<file path="src/rtl/fg_pkg.sv">
`default_nettype none
// ============================================================================
// Module   : fg_pkg
// Brief    : Shared widths, FSM states and Mode-to-period table for the
//            waveform sample sequencer.
// Revision : 1.0
// ============================================================================
package fg_pkg;

   localparam int ADDR_W = 11;
   localparam int DATA_W = 32;
   localparam int CNT_W  = 14;

   typedef enum logic [2:0] {
      ST_IDLE = 3'd0,
      ST_P0   = 3'd1,
      ST_P1   = 3'd2,
      ST_P2   = 3'd3,
      ST_RUN  = 3'd4
   } fg_state_t;

   localparam int unsigned C_PERIOD_TBL [5] = '{1, 10, 100, 1000, 10000};

   // Segment length in Fg_clk cycles; reserved Mode codes fall back to 1.
   function automatic int unsigned fg_period(input logic [2:0] mode);
      case (mode)
         3'd0:    fg_period = C_PERIOD_TBL[0];
         3'd1:    fg_period = C_PERIOD_TBL[1];
         3'd2:    fg_period = C_PERIOD_TBL[2];
         3'd3:    fg_period = C_PERIOD_TBL[3];
         3'd4:    fg_period = C_PERIOD_TBL[4];
         default: fg_period = 1;
      endcase
   endfunction

endpackage
`default_nettype wire

</file>
<file path="src/rtl/fg_segment_timer.sv">
`default_nettype none
// ============================================================================
// Module   : fg_segment_timer
// Brief    : Per-segment down-counter; Mode is decoded at each segment end
//            and the counter reloaded with N-1.
// Revision : 1.0
// ============================================================================
module fg_segment_timer #(
   parameter int CNT_W = fg_pkg::CNT_W
) (
   input  logic       Fg_clk,
   input  logic       Resetn,
   input  logic [2:0] i_mode,
   input  logic       i_clear,
   input  logic       i_load,
   input  logic       i_count,
   output logic       o_terminal
);
   import fg_pkg::*;

   logic [CNT_W-1:0] r_cnt;
   logic [CNT_W-1:0] w_reload;

   // Mode is sampled only here, so a change mid-segment waits for the next end.
   assign w_reload   = CNT_W'(fg_period(i_mode) - 1);
   assign o_terminal = i_count && (r_cnt == '0);

   always_ff @(posedge Fg_clk or negedge Resetn) begin
      if (!Resetn) begin
         r_cnt <= '0;
      end else if (i_clear) begin
         r_cnt <= '0;
      end else if (i_load) begin
         r_cnt <= w_reload;
      end else if (i_count && (r_cnt != '0)) begin
         r_cnt <= r_cnt - 1'b1;
      end
   end

endmodule
`default_nettype wire

</file>
<file path="src/rtl/fg_sample_sequencer.sv">
`default_nettype none
// ============================================================================
// Module   : fg_sample_sequencer
// Brief    : Loops over the sample RAM and feeds (current, next) sample pairs
//            to the interpolator with an Enable strobe every 10^Mode cycles.
// Revision : 1.0
// ============================================================================
module fg_sample_sequencer #(
   parameter int ADDR_W = fg_pkg::ADDR_W,
   parameter int DATA_W = fg_pkg::DATA_W,
   parameter int CNT_W  = fg_pkg::CNT_W
) (
   input  logic              Fg_clk,
   input  logic              Resetn,
   input  logic              i_Run,
   input  logic [2:0]        i_Mode,
   input  logic [ADDR_W-1:0] i_Length,
   output logic              o_Mem_rd,
   output logic [ADDR_W-1:0] o_Mem_addr,
   input  logic [DATA_W-1:0] i_Mem_data,
   output logic [DATA_W-1:0] o_Out1,
   output logic [DATA_W-1:0] o_Out2,
   output logic              o_Enable,
   output logic              o_Wrap,
   output logic              o_Busy
);
   import fg_pkg::*;

   fg_state_t         r_state;
   fg_state_t         w_next;
   logic [ADDR_W-1:0] r_len;
   logic [ADDR_W-1:0] r_addr;
   logic [ADDR_W-1:0] w_addr_nxt;
   logic              w_mem_rd;
   logic              w_terminal;
   logic              w_seg_end;
   logic              r_rd_d;
   logic              r_rd_z_d;
   logic [DATA_W-1:0] r_hold;
   logic              r_hold_z;
   logic [DATA_W-1:0] r_out1;
   logic [DATA_W-1:0] r_out2;
   logic              r_out1_z;
   logic              r_enable;
   logic              r_wrap;

   fg_segment_timer #(
      .CNT_W (CNT_W)
   ) u_timer (
      .Fg_clk     (Fg_clk),
      .Resetn     (Resetn),
      .i_mode     (i_Mode),
      .i_clear    (r_state == ST_IDLE),
      .i_load     (w_seg_end),
      .i_count    (r_state == ST_RUN),
      .o_terminal (w_terminal)
   );

   // P2 doubles as the terminal cycle of the first segment.
   assign w_seg_end  = (r_state == ST_P2) || ((r_state == ST_RUN) && w_terminal);
   assign w_addr_nxt = (r_addr == r_len) ? '0 : r_addr + 1'b1;

   always_comb begin
      w_next   = r_state;
      w_mem_rd = 1'b0;
      case (r_state)
         ST_IDLE: if (i_Run) w_next = ST_P0;
         ST_P0: begin
            w_mem_rd = 1'b1;
            w_next   = ST_P1;
         end
         ST_P1: begin
            w_mem_rd = 1'b1;
            w_next   = ST_P2;
         end
         ST_P2: begin
            w_mem_rd = 1'b1;
            w_next   = ST_RUN;
         end
         ST_RUN:  w_mem_rd = w_terminal;
         default: w_next = ST_IDLE;
      endcase
      if ((r_state != ST_IDLE) && !i_Run) w_next = ST_IDLE;
   end

   always_ff @(posedge Fg_clk or negedge Resetn) begin
      if (!Resetn) begin
         r_state  <= ST_IDLE;
         r_len    <= '0;
         r_addr   <= '0;
         r_rd_d   <= 1'b0;
         r_rd_z_d <= 1'b0;
         r_hold   <= '0;
         r_hold_z <= 1'b0;
         r_out1   <= '0;
         r_out2   <= '0;
         r_out1_z <= 1'b0;
         r_enable <= 1'b0;
         r_wrap   <= 1'b0;
      end else begin
         r_state  <= w_next;
         // A read still in flight when stopping is dropped here.
         r_rd_d   <= w_mem_rd && (w_next != ST_IDLE);
         r_rd_z_d <= (r_addr == '0);
         if (r_rd_d) begin
            r_hold   <= i_Mem_data;
            r_hold_z <= r_rd_z_d;
         end

         if (r_state == ST_IDLE) begin
            r_addr <= '0;
            if (i_Run) r_len <= (i_Length == '0) ? ADDR_W'(1) : i_Length;
         end else if (w_mem_rd) begin
            r_addr <= w_addr_nxt;
         end

         r_enable <= 1'b0;
         r_wrap   <= 1'b0;
         if (w_seg_end && i_Run) begin
            r_enable <= 1'b1;
            if (r_state == ST_P2) begin
               r_out2   <= r_hold;
               r_wrap   <= r_hold_z;
               r_out1   <= i_Mem_data;
               r_out1_z <= r_rd_z_d;
            end else begin
               // With N=1 the sample arrives in the terminal cycle itself.
               r_out2   <= r_out1;
               r_wrap   <= r_out1_z;
               r_out1   <= r_rd_d ? i_Mem_data : r_hold;
               r_out1_z <= r_rd_d ? r_rd_z_d : r_hold_z;
            end
         end
      end
   end

   assign o_Mem_rd   = w_mem_rd;
   assign o_Mem_addr = r_addr;
   assign o_Out1     = r_out1;
   assign o_Out2     = r_out2;
   assign o_Enable   = r_enable;
   assign o_Wrap     = r_wrap;
   assign o_Busy     = (r_state != ST_IDLE);

endmodule
`default_nettype wire

</file>
<file path="config.mk">
export PLATFORM = sky130hd
export DESIGN_NAME = fg_sample_sequencer
export DESIGN_NICKNAME = d
export VERILOG_FILES = /design/src/rtl/fg_pkg.sv /design/src/rtl/fg_segment_timer.sv /design/src/rtl/fg_sample_sequencer.sv
export SDC_FILE = /design/constraint.sdc
export NUM_CORES = 1
export LEC_CHECK = 0
export ABC_CLOCK_PERIOD_IN_PS = 10000
export CORE_ASPECT_RATIO = 0.7
export CORE_MARGIN = 2
export CORE_UTILIZATION = 25
export CTS_BUF_LIST = sky130_fd_sc_hd__clkbuf_2
export DETAILED_ROUTE_END_ITERATION = 10
export GPL_TIMING_DRIVEN = 0
export PLACE_DENSITY = 0.54
export SLEW_MARGIN = 20
export SYNTH_ARGS = -nofsm -noshare
export SYNTH_HDL_FRONTEND = slang
export SYNTH_HIERARCHICAL = 1
export SYNTH_SLANG_ARGS = --single-unit
</file>
<file path="constraint.sdc">
create_clock -name Fg_clk -period 10 [get_ports Fg_clk]
set_input_delay 2 -clock Fg_clk [delete_from_list [all_inputs] [get_ports Fg_clk]]
set_output_delay 2 -clock Fg_clk [all_outputs]
set_load 0.05 [all_outputs]
</file>
==> results of run 1 <==
worst register-to-register path, stage by stage (launching register included):
cell and delay [ns]:
dfrtp_1 0.41, clkbuf_2 0.16, nor2_1 0.21, nand2_1 0.11, inv_1 0.17, nand4_1 0.22, nor4_1 0.34, nand4bb_1 0.20
nand2_1 0.15, buf_6 0.15, buf_6 0.15, clkbuf_1 0.45, mux2i_1 0.25, ha_1 0.29, o311ai_4 0.19, or3_4 0.47
o311ai_1 0.29, o41ai_1 0.13
through the flow:
stage	total power, W	area (sq um)	std cells	hold slack [ns]
5_1_grt	0.00264	8890	1151	0.541
3_5_place_dp	0.00209	8600	1120	0.469
6_report	0.00248	8890	1152	0.505
3_3_place_gp	0.00208	8570	1119	0.463
4_1_cts	0.00252	8890	1151	0.514
2_1_floorplan	0.00167	6840	628	0.450
layout make-up:
cell class | count | area share
Clock inverter | 12 | 0.0218
Clock buffer | 19 | 0.0107
Inverter | 16 | 0.00675
Tap cell | 364 | 0.0512
Antenna cell | 1 | 0.000281
Buffer | 40 | 0.0277
Sequential cell | 141 | 0.397
Timing Repair Buffer | 128 | 0.147
Multi-Input combinational cell | 431 | 0.338
sequential cells by signal (all words and copies together), names as in the netlist, 3 cells and up:
register       count
o_Out1            32
u_timer/r_cnt     14
r_len             11
o_Out2            32
r_state            3
o_Mem_addr        11
r_hold            32
worst max-delay path by stage:
stage / start / cells after the start / slack (ns) / endpoint
2_1_floorplan: r_state[0]$_DFF_PN0_ / 8 / 6.29 / o_Mem_rd
3_3_place_gp: Resetn / 1 / 0.67 / o_Out2[10]$_DFFE_PN0P_
3_5_place_dp: r_state[0]$_DFF_PN0_ / 9 / 5.15 / o_Mem_rd
4_1_cts: r_state[0]$_DFF_PN0_ / 9 / 4.23 / o_Mem_rd
5_1_grt: r_state[0]$_DFF_PN0_ / 9 / 3.94 / o_Mem_rd
6_report: r_state[0]$_DFF_PN0_ / 9 / 4.37 / o_Mem_rd
per-layer routing:
| metal | global-route usage | share of wire |
|---|---|---|
| met5 | 0 | 0.00062 |
| met4 | 0.0352 | 0.011 |
| met3 | 0.0408 | 0.052 |
| met2 | 0.199 | 0.42 |
| met1 | 0.205 | 0.52 |
report_power, final:
| part | switching (W) | total (W) | internal (W) |
|---|---|---|---|
| registers | 0.000144 | 0.000903 | 0.000760 |
| clock network | 0.000224 | 0.000413 | 0.000189 |
| logic | 0.000742 | 0.00116 | 0.000423 |
cells by family after synthesis:
| logic type | after synthesis |
|---|---|
| adders and majority gates | 3 |
| AOI/OAI and AO/OA | 124 |
| xor gates and xnor gates | 20 |
| and+or+nand+nor | 173 |
| buffers and inverters | 56 |
| muxes | 111 |
| DFF | 141 |
synthesized netlist by cell type, types with 3 or more instances:
library cell / count
dfrtp_1: 141
mux2_2: 43
clkbuf_2: 3
buf_2: 18
mux2i_1: 68
nor4_1: 10
ha_1: 3
nor3_1: 11
buf_4: 4
nand3_1: 4
a31oi_1: 7
nor2_1: 26
xnor2_1: 9
inv_1: 15
a211oi_1: 3
or3_1: 4
xor2_1: 11
buf_6: 6
o21ai_1: 4
nand4_1: 5
clkbuf_1: 8
nand2_1: 82
o22ai_1: 4
o21ai_0: 68
a21oi_1: 13
o311ai_1: 3
==> impl_results.md, run 1 <==
- CORE AREA: roughly 0.027 sq mm
- # Post-CTS Setup Buffers: 0
- Crit Reg-Reg Endpoint: u_timer/r_cnt[12]$_DFFE_PN0P_
- Post-synthesis simple-gate area fraction: 0.127
- FFs w/ async S/R, synth: 1.00
- Maximum clock frequency: 0.178 GHz
- CP max stage delay: just under 0.9 ns
- Clock Tree Root: clkbuf_2
- Most frequent cells in the layout: 141 x dfrtp_1, 126 x clkdlybuf4s50_1, 82 x nand2_1, 68 x mux2i_1, 68 x o21ai_0
- Hold path cells: 2
- XOR/XNOR Fraction of Synth Area: 0.0256
- Tcrit/Tclk final: 0.563
- P per Cell Area: roughly 280 mW/mm^2
- Max VDD drop: between 0.1 and 0.15 mV
- Max-cap check violation count: 0
- Hold-fix buffer count after cts: 0
- Commonest non-fill, non-tap cell in the layout: dfrtp_1
- Fin Setup TNS: 0 ns
- Drt first pass iters: 4
- Crit path cell chain: clkbuf_2 > nor2_1 > nand2_1 > inv_1 > nand4_1 > nor4_1 > nand4bb_1 > o21ai_2 > clkdlybuf4s50_1
- Layout area overhead: 30.0%
- Multiplexer share of the synthesized area: 0.170
- Yosys top cell area share: 0.516
- Worst-Skew Late Latency: 0.72 ns
- Ratio of cells with drive above 1 in the final layout: 0.163
- Worst R2R Path Depth: 17
- GRT Resource Usage Total: 0.140
- Final HPWL DP: between 10 and 15 mm
- Avg WL per Cell: 16.9 um
- Largest delay share family, worst path: buffers and inverters
- Post-synth top flop: dfrtp_1
- CTS Buffer Depth: 2
- Final #Nets: 827
- Clock sink count: ~140
- Max_slew headroom: 0.593
- RSZ-0062 raised after global routing: false
- Synth cell types: 69
- Hold path endpoint: o_Out2[5]$_DFFE_PN0P_
- CP Capture Type: output pin
- Post-Place Worst Slack: just over 5 ns
- Top Ports: 128
- Ranking of synthesized cells by area: dfrtp_1 52%, mux2i_1 9.9%, mux2_2 7.1%
- Fin. Hold Viols: 0
- Ys Warns: 6
- WS Path Type: reg -> out
- Area of the multi-input gates: between 0.003 and 0.004 sq mm
- Hold path start: o_Out2[5]$_DFFE_PN0P_
- GP Congestion: 0.796
- Routed wire length: just under 20 mm
- Row cnt: 50
- Largest net degree at the start of global routing: 73
- Register area: approximately 0.0035 sq mm
- Final setup fails: 0
- Residual DRC: 0
- Global-route wire length before repair: about 31 mm
- Final min period: between 5 and 6 ns
- Pleak: 4.08 nW
- R2r setup slk: between 5 and 6 ns
- Post-CTS sizing: 0
- CP startpoint kind: flop
- Clk_skew: 0.0390 ns
- Final core utilization: 0.331
- Sequential-to-total area share from yosys stat: 0.516
- Synth Area in Adders: 0.00549
- Worst Path Max Fanout: 7
- RR Startpoint: r_state[0]$_DFF_PN0_
- Syn Nets: just under 700
- Main combinational cell family by area after synthesis: multiplexers
- Port-buffer cells: between 100 and 150
- Final worst slack: 4.37 ns
- Die H: 142 um
- HP Class: reg -> reg
- WP buf/inv: 3
- Grt ovf: 0
- First DRT Iteration DRCs: 291
- Antenna-violating nets left: 0
- Die span in x: about 200 um
- DR vias/cell: roughly 4.6
- Slew @ Worst Pin: just over 0.6 ns
- Crit path DAT: between 3 and 4 ns
- Die area: approximately 0.029 sq mm
- Post-synth EDFFs: 0
- Status: complete, no violations
- Compound-Gate Fraction of Synth Area: 0.111
- Synth Area per Inst: ~11 sq um
- Vias in the first global route: 5297
- TritonCTS buffer count: 17
- Worst-path clk slew: between 0.2 and 0.25 ns
- Initial antenna violation count: 2
- Post-Synthesis Cells: about 630
- Synthesized flop and latch total: 141
- CTS tree: done
- FILL cells: approximately 2800
- Initial Util: 0.255
- Total number of vias: 5262
- Yosys top cell by area: dfrtp_1
- H-tree depth: 4
- Synthesized area: about 0.007 sq mm
- Worst Path Required: around 8.0 ns
- CP max stage cell: clkdlybuf4s50_1
- Final Max Tran Viols: 0
Note: power is estimated with default switching activity, not from simulation.
==> run 2: changes to the inputs <==
- ABC_CLOCK_PERIOD_IN_PS: 10000 -> 4600
- PLACE_DENSITY: 0.54 -> 0.56
- clock period: 10 -> 4.6 ns (I/O delays scaled with it)
==> impl_results.md, run 2 (synthesized netlist as in run 1, its figures left out) <==
- Status: complete, no violations
- Comb power frac: 0.471
- Crit path cell chain: clkbuf_2 > nor2_1 > nand2_1 > inv_1 > nand4_1 > nor4_2 > nand4bb_1 > o21ai_2 > dlygate4sd2_1
- Ratio of cells with drive above 1 in the final layout: 0.165
- TritonCTS buffer count: 17
- CTS Buffer Depth: 2
- Uppermost layer routed: met4
- Port-buffer cells: 127
- Routed wire length: 19.5 mm
- Worst Path Max Fanout: 7
- NetSw: around 0.0024 W
- Slew @ Worst Pin: 0.585 ns
- # Post-CTS Setup Buffers: 0
- First DRT Iteration DRCs: about 240
- Clk_skew: around 0.050 ns
- Final min period: between 4 and 5 ns
- Max_slew headroom: 0.608
- Die span in x: roughly 200 um
- Most frequent cells in the layout: 141 x dfrtp_1, 125 x clkdlybuf4s50_1, 82 x nand2_1, 68 x mux2i_1, 68 x o21ai_0
- Final HPWL DP: about 14 mm
- Top Ports: around 130
- P per Cell Area: about 600 mW/mm^2
- Total number of vias: 5230
- Global-route wire length before repair: around 31 mm
- Sequential Power Share: 0.365
- GP Congestion: 0.802
- Drt first pass iters: 4
- Initial Util: 0.255
- Power Internal: 0.00298 W
- Final setup fails: 0
- Die H: ~140 um
- Die area: about 0.029 sq mm
- Commonest non-fill, non-tap cell in the layout: dfrtp_1
- CP startpoint kind: flop
- Clock Tree Root: clkbuf_2
- Crit path launch: r_state[0]$_DFF_PN0_
- Final Max Tran Viols: 0
- Pleak: 4.08 nW
- Avg WL per Cell: 16.9 um
- Hold-fix buffer count after cts: 0
- Final Cell Area: 0.00890 sq mm
- DR vias/cell: between 4 and 5
- Row cnt: 50
- CP max stage delay: roughly 0.58 ns
- Met3 routed WL: between 1 and 1.5 mm
- WP buf/inv: 3
- CP max stage cell: dlygate4sd2_1
- Vias in the first global route: approximately 5300
- Worst Path Required: about 3.7 ns
- Crit path DAT: around 3.3 ns
- Placed insts: 1120
- Clock sink count: 141
- Largest delay share family, worst path: simple AND/OR/NAND/NOR gates
- Maximum clock frequency: around 0.24 GHz
- Cell Area, Placed: approximately 0.0086 sq mm
- Routed metal-1 wirelength: ~10 mm
- CP Capture Type: output pin
- H-tree depth: 4
- RSZ-0062 raised after global routing: false
- Max-cap check violation count: 0
- Final #Nets: roughly 830
- RR Startpoint: r_state[0]$_DFF_PN0_
- Worst-path clk slew: ~0.24 ns
- HP Class: in -> async
- Residual DRC: 0
- Antenna-violating nets left: 0
- Fin. Hold Viols: 0
- Max VDD drop: approximately 0.4 mV
- GRT Resource Usage Total: 0.140
- Tcrit/Tclk final: 0.908
- CTS tree: done
- Met2 Wirelength: about 8.0 mm
- Final Non-Filler Cells: 1153
- WS Path Type: reg -> out
- Initial antenna violation count: 2
- Clock share of power: 0.164
- Grt ovf: 0
- Largest net degree at the start of global routing: a little over 70
- Layout area overhead: 30.1%
- Switch share: 0.447
- CORE AREA: around 0.027 sq mm
- Worst-Skew Late Latency: roughly 0.73 ns
-- run 2: path summary, 6_finish.rpt --
kind / to / slack (ns) / cells after the start
setup / recovery: o_Mem_rd / 0.42 / 9
hold / removal: o_Out2[20]$_DFFE_PN0P_ / 0.13 / 1
setup reg to reg: u_timer/r_cnt[12]$_DFFE_PN0P_ / 0.44 / 17
hold reg to reg: o_Out2[2]$_DFFE_PN0P_ / 0.50 / 2
max in group asynchronous: r_hold[6]$_DFF_PN0_ / 3.66 / 2
min in group Fg_clk: o_Out2[2]$_DFFE_PN0P_ / 0.50 / 2
-- run 2: power by group through the flow --
| stage | Clock (W) | Sequential (W) | Combinational, W |
|---|---|---|---|
| 2_1_floorplan | 0 | 0.00290 | 0.000723 |
| 3_3_place_gp | 0 | 0.00200 | 0.00253 |
| 4_1_cts | 0.000937 | 0.00197 | 0.00256 |
| 5_1_grt | 0.000987 | 0.00203 | 0.00271 |
| 3_5_place_dp | 0 | 0.00200 | 0.00256 |
| 6_report | 0.000886 | 0.00197 | 0.00254 |
-- run 2: timing repair --
item	in CTS	in global routing
cloned	0	0
gates resized for setup	1	3
setup endpoints to repair	1	5
-- run 2: cell type report --
cell class | instances | area [sq um]
multi-input cells | 431 | 3010
well taps | 364 | 455
diodes | 1 | 2.50
inverters | 16 | 60.1
clock inverters | 13 | 195
plain buffers | 40 | 248
clock buffers | 19 | 95.1
flip-flops and latches | 141 | 3530
repair buffers | 128 | 1300
fillers | 2727 | 17900
-- run 2: routing by layer --
layer  vias to the layer above  track usage
li1                       2530            -
met1                      2547        0.209
met2                       146        0.197
met3                         7       0.0433
met4                         0       0.0290
met5                         -            0
-- run 2: per-stage QoR --
step / total power [W] / TNS, ns / util / setup slack [ns] / hold WS [ns]
floorplan: 0.00362 / 0 / - / 1.02 / 0.450
global placement: 0.00453 / -505.50 / 0.319 / -3.60 / 0.464
detailed placement: 0.00456 / 0 / 0.321 / 0.182 / 0.473
CTS: 0.00547 / 0 / 0.331 / 0.116 / 0.0326
global route: 0.00573 / 0 / 0.332 / 0.00201 / 0.0159
finish: 0.00539 / 0 / 0.332 / 0.424 / 0.130
